--- config.mk ---
export PLATFORM = sky130hd
export DESIGN_NAME = rs_credit_dispatcher_flat
export DESIGN_NICKNAME = d
export VERILOG_FILES = /design/src/rtl/rs_credit_dispatcher_pkg.sv /design/src/rtl/rs_credit_dispatcher_if.sv /design/src/rtl/rs_credit_counter.sv /design/src/rtl/rs_credit_dispatcher.sv /design/src/flat_wrapper.sv
export SDC_FILE = /design/constraint.sdc
export NUM_CORES = 1
export LEC_CHECK = 0
export BUFFER_PORTS_ARGS = -buffer_cell sky130_fd_sc_hd__buf_2
export CAP_MARGIN = 40
export CORE_MARGIN = 2
export CORE_UTILIZATION = 54
export CTS_CLUSTER_DIAMETER = 150
export CTS_CLUSTER_SIZE = 25
export DETAILED_ROUTE_END_ITERATION = 10
export GPL_TIMING_DRIVEN = 0
export PLACE_DENSITY = 0.81
export SYNTH_ARGS = -nofsm -noshare
export SYNTH_HDL_FRONTEND = slang
export SYNTH_SLANG_ARGS = --single-unit
--- constraint.sdc ---
create_clock -name clk_i -period 5.8 [get_ports clk_i]
set_clock_uncertainty 0.2 [all_clocks]
set_input_delay 0.29 -clock clk_i [delete_from_list [all_inputs] [get_ports clk_i]]
set_output_delay 0.29 -clock clk_i [all_outputs]
set_load 0.1 [all_outputs]
--- src/rtl/rs_credit_dispatcher_pkg.sv ---
// rs_credit_dispatcher_pkg: RS type codes and default sizing shared by the dispatcher slice
package rs_credit_dispatcher_pkg;
    localparam int RS_ENT_SEL         = 3;
    localparam int RS_DEPTH_DEF       = 8;
    localparam int NUM_RS_DEF         = 4;
    localparam int DISPATCH_WIDTH_DEF = 2;
    typedef enum logic [RS_ENT_SEL-1:0] {
        RS_ENT_NONE   = 3'd0,
        RS_ENT_ALU    = 3'd1,
        RS_ENT_BRANCH = 3'd2,
        RS_ENT_MUL    = 3'd3,
        RS_ENT_LDST   = 3'd4
    } rs_ent_e;
endpackage

--- src/rtl/rs_credit_dispatcher_if.sv ---
// rs_credit_dispatcher_if: dispatch-stage bundle between rename/upstream (master) and the dispatcher (slave)
interface rs_credit_dispatcher_if #(
    parameter int DISPATCH_WIDTH = 2,
    parameter int NUM_RS         = 4,
    parameter int RS_DEPTH       = 8,
    parameter int SEL_W          = 3
);
    localparam int NW = $clog2(DISPATCH_WIDTH + 1);
    localparam int CW = $clog2(RS_DEPTH + 1);
    logic                             flush_i;
    logic [DISPATCH_WIDTH-1:0]        inst_valid_i;
    logic [DISPATCH_WIDTH*SEL_W-1:0]  inst_rs_type_i;
    logic [NUM_RS-1:0]                rs_release_i;
    logic [DISPATCH_WIDTH-1:0]        grant_o;
    logic [DISPATCH_WIDTH*NUM_RS-1:0] req_o;
    logic [NUM_RS*NW-1:0]             req_num_o;
    logic                             stall_o;
    logic [NUM_RS*CW-1:0]             credit_o;
    modport master (
        output flush_i, inst_valid_i, inst_rs_type_i, rs_release_i,
        input  grant_o, req_o, req_num_o, stall_o, credit_o
    );
    modport slave (
        input  flush_i, inst_valid_i, inst_rs_type_i, rs_release_i,
        output grant_o, req_o, req_num_o, stall_o, credit_o
    );
endinterface

--- src/rtl/rs_credit_counter.sv ---
// rs_credit_counter: free-entry credit register for one RS with saturation, flush refill and overflow check
module rs_credit_counter #(
    parameter int RS_DEPTH       = 8,
    parameter int DISPATCH_WIDTH = 2,
    localparam int NW = $clog2(DISPATCH_WIDTH + 1),
    localparam int CW = $clog2(RS_DEPTH + 1)
) (
    input  logic          clk_i,
    input  logic          reset_i,
    input  logic          flush_i,
    input  logic [NW-1:0] req_num_i,
    input  logic          release_i,
    output logic [CW-1:0] credit_o
);
    localparam int AW = CW + 1;
    logic [CW-1:0] credit_q, credit_d;
    logic [AW-1:0] sum;
    logic          ovf;
    // Consume this cycle's grants, return releases, clamp at depth; flush refills
    always_comb begin
        sum      = AW'(credit_q) - AW'(req_num_i) + AW'(release_i);
        ovf      = sum > AW'(RS_DEPTH);
        credit_d = (flush_i || ovf) ? CW'(RS_DEPTH) : sum[CW-1:0];
    end
    // Credit register, full on reset
    always_ff @(posedge clk_i) begin
        credit_q <= reset_i ? CW'(RS_DEPTH) : credit_d;
    end
    assign credit_o = credit_q;
`ifndef SYNTHESIS
    // A release into a full RS means the issue side lost track of occupancy
    always @(posedge clk_i) begin
        if (!reset_i && !flush_i) assert (!ovf) else $warning("rs_credit_counter: credit overflow, saturated at %0d", RS_DEPTH);
    end
`endif
endmodule

--- src/rtl/rs_credit_dispatcher.sv ---
// rs_credit_dispatcher: in-order credit-checked RS dispatch grant; RS_CREDIT_BYPASS_EN lets same-cycle releases fund grants
module rs_credit_dispatcher
    import rs_credit_dispatcher_pkg::*;
#(
    parameter int DISPATCH_WIDTH = DISPATCH_WIDTH_DEF,
    parameter int NUM_RS         = NUM_RS_DEF,
    parameter int RS_DEPTH       = RS_DEPTH_DEF,
    parameter int SEL_W          = RS_ENT_SEL
) (
    input logic                   clk_i,
    input logic                   reset_i,
    rs_credit_dispatcher_if.slave bus
);
    localparam int NW = $clog2(DISPATCH_WIDTH + 1);
    localparam int CW = $clog2(RS_DEPTH + 1);
    localparam int AW = CW + 1;
    logic [NUM_RS*CW-1:0]             credit;
    logic [AW-1:0]                    avail [NUM_RS];
    logic [DISPATCH_WIDTH-1:0]        grant;
    logic [DISPATCH_WIDTH*NUM_RS-1:0] req;
    logic [NUM_RS*NW-1:0]             req_num;
    // Entries each RS can accept this cycle
    always_comb begin
        for (int r = 0; r < NUM_RS; r++) begin
`ifdef RS_CREDIT_BYPASS_EN
            avail[r] = AW'(credit[r*CW +: CW]) + AW'(bus.rs_release_i[r]);
`else
            avail[r] = AW'(credit[r*CW +: CW]);
`endif
        end
    end
    // Walk slots oldest first; the first valid slot without room closes the prefix
    always_comb begin
        logic              open;
        logic [NUM_RS-1:0] sel;
        logic [NUM_RS-1:0] room;
        logic [NW-1:0]     cnt [NUM_RS];
        grant = '0;
        req   = '0;
        open  = 1'b1;
        sel   = '0;
        room  = '0;
        for (int r = 0; r < NUM_RS; r++) cnt[r] = '0;
        for (int i = 0; i < DISPATCH_WIDTH; i++) begin
            for (int r = 0; r < NUM_RS; r++) begin
                sel[r]  = bus.inst_rs_type_i[i*SEL_W +: SEL_W] == SEL_W'(r + 1);
                room[r] = avail[r] > AW'(cnt[r]);
            end
            if (bus.inst_valid_i[i]) begin
                if (open && (sel == '0 || (sel & room) != '0)) begin
                    grant[i] = 1'b1;
                    req[i*NUM_RS +: NUM_RS] = sel;
                    for (int r = 0; r < NUM_RS; r++) cnt[r] = cnt[r] + NW'(sel[r]);
                end else begin
                    open = 1'b0;
                end
            end
        end
        if (bus.flush_i) begin
            grant = '0;
            req   = '0;
            for (int r = 0; r < NUM_RS; r++) cnt[r] = '0;
        end
        for (int r = 0; r < NUM_RS; r++) req_num[r*NW +: NW] = cnt[r];
    end
    for (genvar g = 0; g < NUM_RS; g++) begin : g_rs
        rs_credit_counter #(.RS_DEPTH(RS_DEPTH), .DISPATCH_WIDTH(DISPATCH_WIDTH)) u_cnt (
            .clk_i     (clk_i),
            .reset_i   (reset_i),
            .flush_i   (bus.flush_i),
            .req_num_i (req_num[g*NW +: NW]),
            .release_i (bus.rs_release_i[g]),
            .credit_o  (credit[g*CW +: CW])
        );
    end
    assign bus.grant_o   = grant;
    assign bus.req_o     = req;
    assign bus.req_num_o = req_num;
    assign bus.credit_o  = credit;
    assign bus.stall_o   = |(bus.inst_valid_i & ~grant) & ~bus.flush_i;
endmodule

--- src/flat_wrapper.sv ---
// flat-port wrapper written by rule: the top's interface ports become plain ports
module rs_credit_dispatcher_flat import rs_credit_dispatcher_pkg::*;
#(
    parameter int DISPATCH_WIDTH = DISPATCH_WIDTH_DEF,
    parameter int NUM_RS         = NUM_RS_DEF,
    parameter int RS_DEPTH       = RS_DEPTH_DEF,
    parameter int SEL_W          = RS_ENT_SEL
)
  (clk_i, reset_i, bus_flush_i, bus_inst_valid_i, bus_inst_rs_type_i, bus_rs_release_i, bus_grant_o, bus_req_o, bus_req_num_o, bus_stall_o, bus_credit_o);
  rs_credit_dispatcher_if #(.DISPATCH_WIDTH(DISPATCH_WIDTH), .NUM_RS(NUM_RS), .RS_DEPTH(RS_DEPTH), .SEL_W(SEL_W)) bus_i ();
  input logic clk_i;
  input logic reset_i;
  input wire logic [$bits(bus_i.flush_i)-1:0] bus_flush_i;
  input wire logic [$bits(bus_i.inst_valid_i)-1:0] bus_inst_valid_i;
  input wire logic [$bits(bus_i.inst_rs_type_i)-1:0] bus_inst_rs_type_i;
  input wire logic [$bits(bus_i.rs_release_i)-1:0] bus_rs_release_i;
  output wire logic [$bits(bus_i.grant_o)-1:0] bus_grant_o;
  output wire logic [$bits(bus_i.req_o)-1:0] bus_req_o;
  output wire logic [$bits(bus_i.req_num_o)-1:0] bus_req_num_o;
  output wire logic [$bits(bus_i.stall_o)-1:0] bus_stall_o;
  output wire logic [$bits(bus_i.credit_o)-1:0] bus_credit_o;
  assign bus_i.flush_i = bus_flush_i;
  assign bus_i.inst_valid_i = bus_inst_valid_i;
  assign bus_i.inst_rs_type_i = bus_inst_rs_type_i;
  assign bus_i.rs_release_i = bus_rs_release_i;
  assign bus_grant_o = bus_i.grant_o;
  assign bus_req_o = bus_i.req_o;
  assign bus_req_num_o = bus_i.req_num_o;
  assign bus_stall_o = bus_i.stall_o;
  assign bus_credit_o = bus_i.credit_o;
  rs_credit_dispatcher #(.DISPATCH_WIDTH(DISPATCH_WIDTH), .NUM_RS(NUM_RS), .RS_DEPTH(RS_DEPTH), .SEL_W(SEL_W)) u_core (.clk_i(clk_i), .reset_i(reset_i), .bus(bus_i));
endmodule
Yosys cells after proc, flatten, opt, wreduce, memory -nomap -nowiden
Cells that the tools add are included.
{"block": "word_totals", "regBits": 16, "inputBits": 15}
{"block": "op_classes", "n_lt_le_gt_ge": 12, "mux": 16, "reduce_logical": 16, "addsub": 12, "n_eq_ne": 8, "n_bitwise": 6}
{"operator": "$mux 8", "count": 5}
{"operator": "$add 5x1->5", "count": 4}
{"operator": "$gt 5x4->1 const B", "count": 4}
{"operator": "$sub 4x2->5", "count": 4}
{"operator": "$gt 4x1->1 const B", "count": 4}
{"operator": "$gt 4x2->1", "count": 4}
{"operator": "$mux 4", "count": 4}
{"operator": "$eq 3x2->1 const B", "count": 4}
{"operator": "$reduce_or 2->1", "count": 5}
{"operator": "$add 2x1->2", "count": 4}
{"operator": "$and 4x4->4", "count": 2}
{"operator": "$logic_not 4->1", "count": 2}
{"operator": "$reduce_bool 4->1", "count": 2}
{"operator": "$mux 7", "count": 1}
{"operator": "$eq 3x1->1 const B", "count": 2}
{"operator": "$eq 3x3->1 const B", "count": 2}
{"operator": "$logic_or 1x1->1", "count": 6}
{"operator": "$mux 1", "count": 5}
{"operator": "$and 2x2->2", "count": 1}
{"operator": "$mux 2", "count": 1}
{"operator": "$not 2->2", "count": 1}
{"operator": "$and 1x1->1", "count": 1}
{"operator": "$logic_and 1x1->1", "count": 1}
{"operator": "$not 1->1", "count": 1}

Logic depth before layout (Yosys ltp)
{"block": "depth", "ltp_word": 19, "depth_mapped": 24}

By module
A second synthesis with hierarchy kept.
{"block": "hier_totals", "cells_unflattened": 225, "area_unflattened_um2": 1850.5}
{"mod": "rs_credit_counter", "area_per_inst_um2": 321.6, "seq_area_each_um2": 80.1, "n_inst": 4, "cells_each": 36}
{"mod": "rs_credit_dispatcher", "area_per_inst_um2": 564.3, "seq_area_each_um2": 0.0, "n_inst": 1, "cells_each": 81}

Worst setup path after synthesis
No wires, ideal clock.
{"block": "synth_timing", "path_type": "register to register", "from": "register u_core.g_rs[2].u_cnt.credit_q[2]", "to": "register u_core.g_rs[2].u_cnt.credit_q[0]", "setup_ns": 0.067, "path_stages_with_launch": 19, "synth_period_minus_slack_ns": 6.306, "t_arrival_ns": 6.040, "path_buffers": 0, "path_slack_ns": -0.506, "required_ns": 5.533, "cell_sequence": "dfxtp_1 > inv_1 > ha_1 > a31oi_1 > nor4_4 > or3b_1 > nor2_1 > o22a_1 > ha_1 > inv_1 > ha_1 > inv_1 > fa_1 > inv_1 > a21oi_1 > o21bai_1 > xnor2_1 > nand3_1 > nor2_1"}
{"block": "synth_between", "elab_chain_len": 19, "elab_cells_between_ends": 25, "cone_classes": "add/sub (3); order compare (6); mux (7); bitwise (2); reduce/logical (7)"}
{"element": "start, declared", "line": "rs_credit_counter.sv:16", "rtl": "logic [CW-1:0] credit_q, credit_d;"}
{"element": "start signal, assigned", "line": "rs_credit_counter.sv:27", "rtl": "credit_q <= reset_i ? CW'(RS_DEPTH) : credit_d;"}
{"element": "$gt 4x1->1", "line": "rs_credit_dispatcher.sv:47", "rtl": "room[r] = avail[r] > AW'(cnt[r]);"}
{"element": "$and 4x4->4", "line": "rs_credit_dispatcher.sv:50", "rtl": "if (open && (sel == '0 || (sel & room) != '0)) begin"}
{"element": "$reduce_bool 4->1", "line": "rs_credit_dispatcher.sv:50"}
{"element": "$logic_or 1x1->1", "line": "rs_credit_dispatcher.sv:50"}
{"element": "$mux 7", "line": "rs_credit_dispatcher.sv:50"}
{"element": "$mux 8", "line": "rs_credit_dispatcher.sv:49", "rtl": "if (bus.inst_valid_i[i]) begin"}
{"element": "$gt 4x2->1", "line": "rs_credit_dispatcher.sv:47"}
{"element": "$and 4x4->4", "line": "rs_credit_dispatcher.sv:50"}
{"element": "[... 4 more ...]"}
{"element": "$mux 8 (*)", "line": "rs_credit_dispatcher.sv:49"}
{"element": "$mux 8 (*)", "line": "rs_credit_dispatcher.sv:59", "rtl": "if (bus.flush_i) begin"}
{"element": "net bus_req_num_o[4]", "line": "flat_wrapper.sv:19", "rtl": "output wire logic [$bits(bus_i.req_num_o)-1:0] bus_req_num_o;"}
{"element": "$sub 4x2->5 (*)", "line": "rs_credit_counter.sv:21", "rtl": "sum = AW'(credit_q) - AW'(req_num_i) + AW'(release_i);"}
{"element": "$add 5x1->5 (*)", "line": "rs_credit_counter.sv:21"}
{"element": "$gt 5x4->1", "line": "rs_credit_counter.sv:22", "rtl": "ovf = sum > AW'(RS_DEPTH);"}
{"element": "$logic_or 1x1->1", "line": "rs_credit_counter.sv:23", "rtl": "credit_d = (flush_i || ovf) ? CW'(RS_DEPTH) : sum[CW-1:0];"}
{"element": "$reduce_or 2->1 (no line)"}
The timed path passes the listed nets; every way through them passes the cells marked *.
A chain may end at the register's enable or synchronous reset.

Worst setup path in the final report
{"block": "layout_timing", "from": "register u_core.g_rs[3].u_cnt.credit_q[2]", "to": "register u_core.g_rs[2].u_cnt.credit_q[1]"}
{"block": "layout_between", "elab_chain_len": 19, "elab_cells_between_ends": 25, "cone_classes": "add/sub (3); order compare (6); mux (7); bitwise (2); reduce/logical (7)"}
{"element": "start, declared", "line": "rs_credit_counter.sv:16"}
{"element": "start signal, assigned", "line": "rs_credit_counter.sv:27"}
{"element": "$gt 4x1->1", "line": "rs_credit_dispatcher.sv:47"}
{"element": "$and 4x4->4", "line": "rs_credit_dispatcher.sv:50"}
{"element": "$reduce_bool 4->1", "line": "rs_credit_dispatcher.sv:50"}
{"element": "$logic_or 1x1->1", "line": "rs_credit_dispatcher.sv:50"}
{"element": "$mux 7", "line": "rs_credit_dispatcher.sv:50"}
{"element": "$mux 8", "line": "rs_credit_dispatcher.sv:49"}
{"element": "$gt 4x2->1", "line": "rs_credit_dispatcher.sv:47"}
{"element": "$and 4x4->4", "line": "rs_credit_dispatcher.sv:50"}
{"element": "[... 3 more ...]"}
{"element": "$mux 8", "line": "rs_credit_dispatcher.sv:50"}
{"element": "$mux 8 (*)", "line": "rs_credit_dispatcher.sv:49"}
{"element": "$mux 8 (*)", "line": "rs_credit_dispatcher.sv:59"}
{"element": "$sub 4x2->5 (*)", "line": "rs_credit_counter.sv:21"}
{"element": "$add 5x1->5 (*)", "line": "rs_credit_counter.sv:21"}
{"element": "$gt 5x4->1", "line": "rs_credit_counter.sv:22"}
{"element": "$logic_or 1x1->1", "line": "rs_credit_counter.sv:23"}
{"element": "$reduce_or 2->1 (no line)"}
Every way passes the cells marked *; elsewhere a longest branch is shown, timed or not.

==> results.toml <==
[status]
status = "finished clean"

[logic_synthesis]
synth.distinct_cells = 33
syn_area_per_cell_sq_um = 8.36
netlist.area_leader.share_pct = 28.6
synth_nets = 293
synth_warnings = 0
ys_top_cells_by_area = "ha_1 (29%), dfxtp_1 (17%), inv_1 (9.4%), fa_1 (4.2%), nor2_1 (3.9%)"
synthCells = 230
synthArstFlopShare_pct = 0
synth-edff-count = 0
synth_most_common_cell = "inv_1"
synth_top_cell_by_area = "ha_1"
synthTopCellsByCount = "inv_1 (48), ha_1 (44), nor2_1 (20), dfxtp_1 (16), nand3_1 (13)"
netlist_area_sq_mm = 0.00192
synth-seq-cells = 16
synthFlopType = "dfxtp_1"
synth.yosys.seq_area_share_pct = 16.7

[power_and_ir_drop]
peakVddDrop_v = 0.000151
pwr_density_cell_mw_per_mm2 = 230
leakage_nw = 1.20
power_mw = 0.520

[routing]
via_count = 1721
wl_per_cell_um = 12.6
drc_errors = 0
drt_iter0_drc = 64
drt_pass1_iterations = 4
finalWirelength_um = 4130
postRouteAntennaNets = 0
vias_per_cell = 5.25

[sta]
timing.final.ws_setup_ps = 612
fmax_mhz = 193
hold_slack_ps = 148
finalSetupTns_ps = 0
fin_crit_sh_pct = 89.4
finalSetupViolations = 0
hold_violations = 0
tightest_slew_ps = 666
finalMaxSlewViolations = 0
period_needed_ps = 5190
slew_headroom_pct = 55.5
rsz0062_at_grt = "false"

[grt]
grt_max_degree = 11
grt_pass1_wl_um = 7450
grt_pass1_vias = 1796
met3_usage_pct = 2.68
grt-busiest-layer = "met2"
overflow = 0
grt_util_met1_pct = 28.0
antenna_found_initial = 0
met2_usage_pct = 40.0
track_usage_pct = 22.6

[flow_run]
maxCapViolCount = 0

[finish]
regArea_sq_um = 320
diodes = 0
multi_input_area_sq_mm = 0.00142
areaGrowthSynthToFinish_pct = 17.7
final_nets = 347
drive_gt1_share_pct = 25.2
finalNonFillerCells = 328
largest_reg_flops = 16
n_fill_cell = 295

[clock_tree]
post_cts_resized = 0
clk_pin_slew_ps = 100
root_buffer = "clkbuf_4"
cts_buffers = 3
clkLatencyLatePin_ps = 290
postCtsSetupRepairBufs = 0
cts.sinks = 16
cts_tree = "built"
hold_buffers = 0
ctsHtreeMaxLevel = 1
clk_path_buf_depth = 2

[setup_path]
cp_max_fo = 8
worstPathArrival_ps = 5210
worstReg2RegStart = "u_core.g_rs[3].u_cnt.credit_o[2]"
cp-startpoint = "u_core.g_rs[3].u_cnt.credit_o[2]"
setup.worst_path.start_class = "flip-flop"
crit_required_ps = 5820
endpoint_kind = "flip-flop"
worst-setup-path-type = "reg -> reg"

[floorplan]
ios = 50
dieArea_sq_mm = 0.00405
die_y_um = 63.7
core_sq_mm = 0.00339
die_w_um = 63.7
initial_core_util_pct = 56.7
rows = 21

[worst_hold_path]
min-delay-start = "reset_i"
holdCritPathClass = "in -> reg"

[placed_design]
dp_hpwl_um = 3550
dp_slack_ps = 680
place_congestion = 0.825
dp_cells = 325
port_buffers = 49
[final cells by class]
type                    count  share of cell area (%)
multi-input cells         165                    62.8
well taps                  46                    2.54
flip-flops and latches     16                    14.2
inverters                  48                    7.96
repair buffers             49                    10.8
plain buffers               1                   0.664
clock buffers               3                   0.996
[critical path, stage by stage (launching register included)]
cell       delay (ps)
dfxtp_1           340
inv_1             130
ha_1              220
nand4bb_1         100
mux2_2            300
nor4_4            410
nor3b_1           140
ha_1              300
a31oi_1            80
a222oi_1          550
a221o_4           370
nor2_8             60
o22a_2            220
ha_1              260
inv_1              50
ha_1              150
inv_1              60
fa_1              410
inv_1              70
a21oi_1            60
o21bai_1          160
xnor2_1           170
nand3_1           150
nor2_1            140
[power by group]
| part | internal, mW | switching [mW] |
|---|---|---|
| sequential | 0.121 | 0.00684 |
| combinational | 0.101 | 0.232 |
| clock | 0.0242 | 0.0358 |
| total | 0.245 | 0.274 |
[cell families after synthesis]
group           synth area share [%]
fa+ha+maj                       32.8
compound gates                  14.1
buf+inv                         10.2
mux                            0.586
simple gates                    20.2
xor+xnor                        5.47
flops                           16.7
[through the flow]
step                      cell area [sq um]  util, %
final                                  2260     66.7
after global routing                   2260     66.7
after CTS                              2260     66.7
after detailed placement               2240     66.1
after global placement                 2240     66.1
after floorplan                        1940        -
[worst paths after layout]
kind	to	cells past startpoint	slack (ps)
max	u_core.g_rs[2].u_cnt.credit_o[1]	23	610
min	u_core.g_rs[1].u_cnt.credit_o[3]	3	150
max reg2reg	u_core.g_rs[2].u_cnt.credit_o[1]	23	610
min reg2reg	u_core.g_rs[0].u_cnt.credit_o[3]	3	460
[layout by cell type, fill, tap and decap left out, drive strengths merged, types with 3 or more instances in the layout]
cell type and n:
nand3 13, fa 4, o21bai 4, xnor2 4, ha 44, or3b 5, xor2 8, nor3 3
dfxtp 16, nand2 10, buf 50, a21oi 9, and2 8, o22a 4, a31o 4, nor2b 3
o21ai 3, clkbuf 3, nor2 21, inv 48, a31oi 6
[per-layer routing]
metal / wire, um / vias up / part of all wire (%)
met5: 0 / - / 0
met1: 1890 / 786 / 46
met2: 1980 / 50 / 48
met4: 18 / 0 / 0.44
li1: - / 882 / -
met3: 232 / 3 / 5.6
Note: power is estimated with default switching activity, not from simulation.
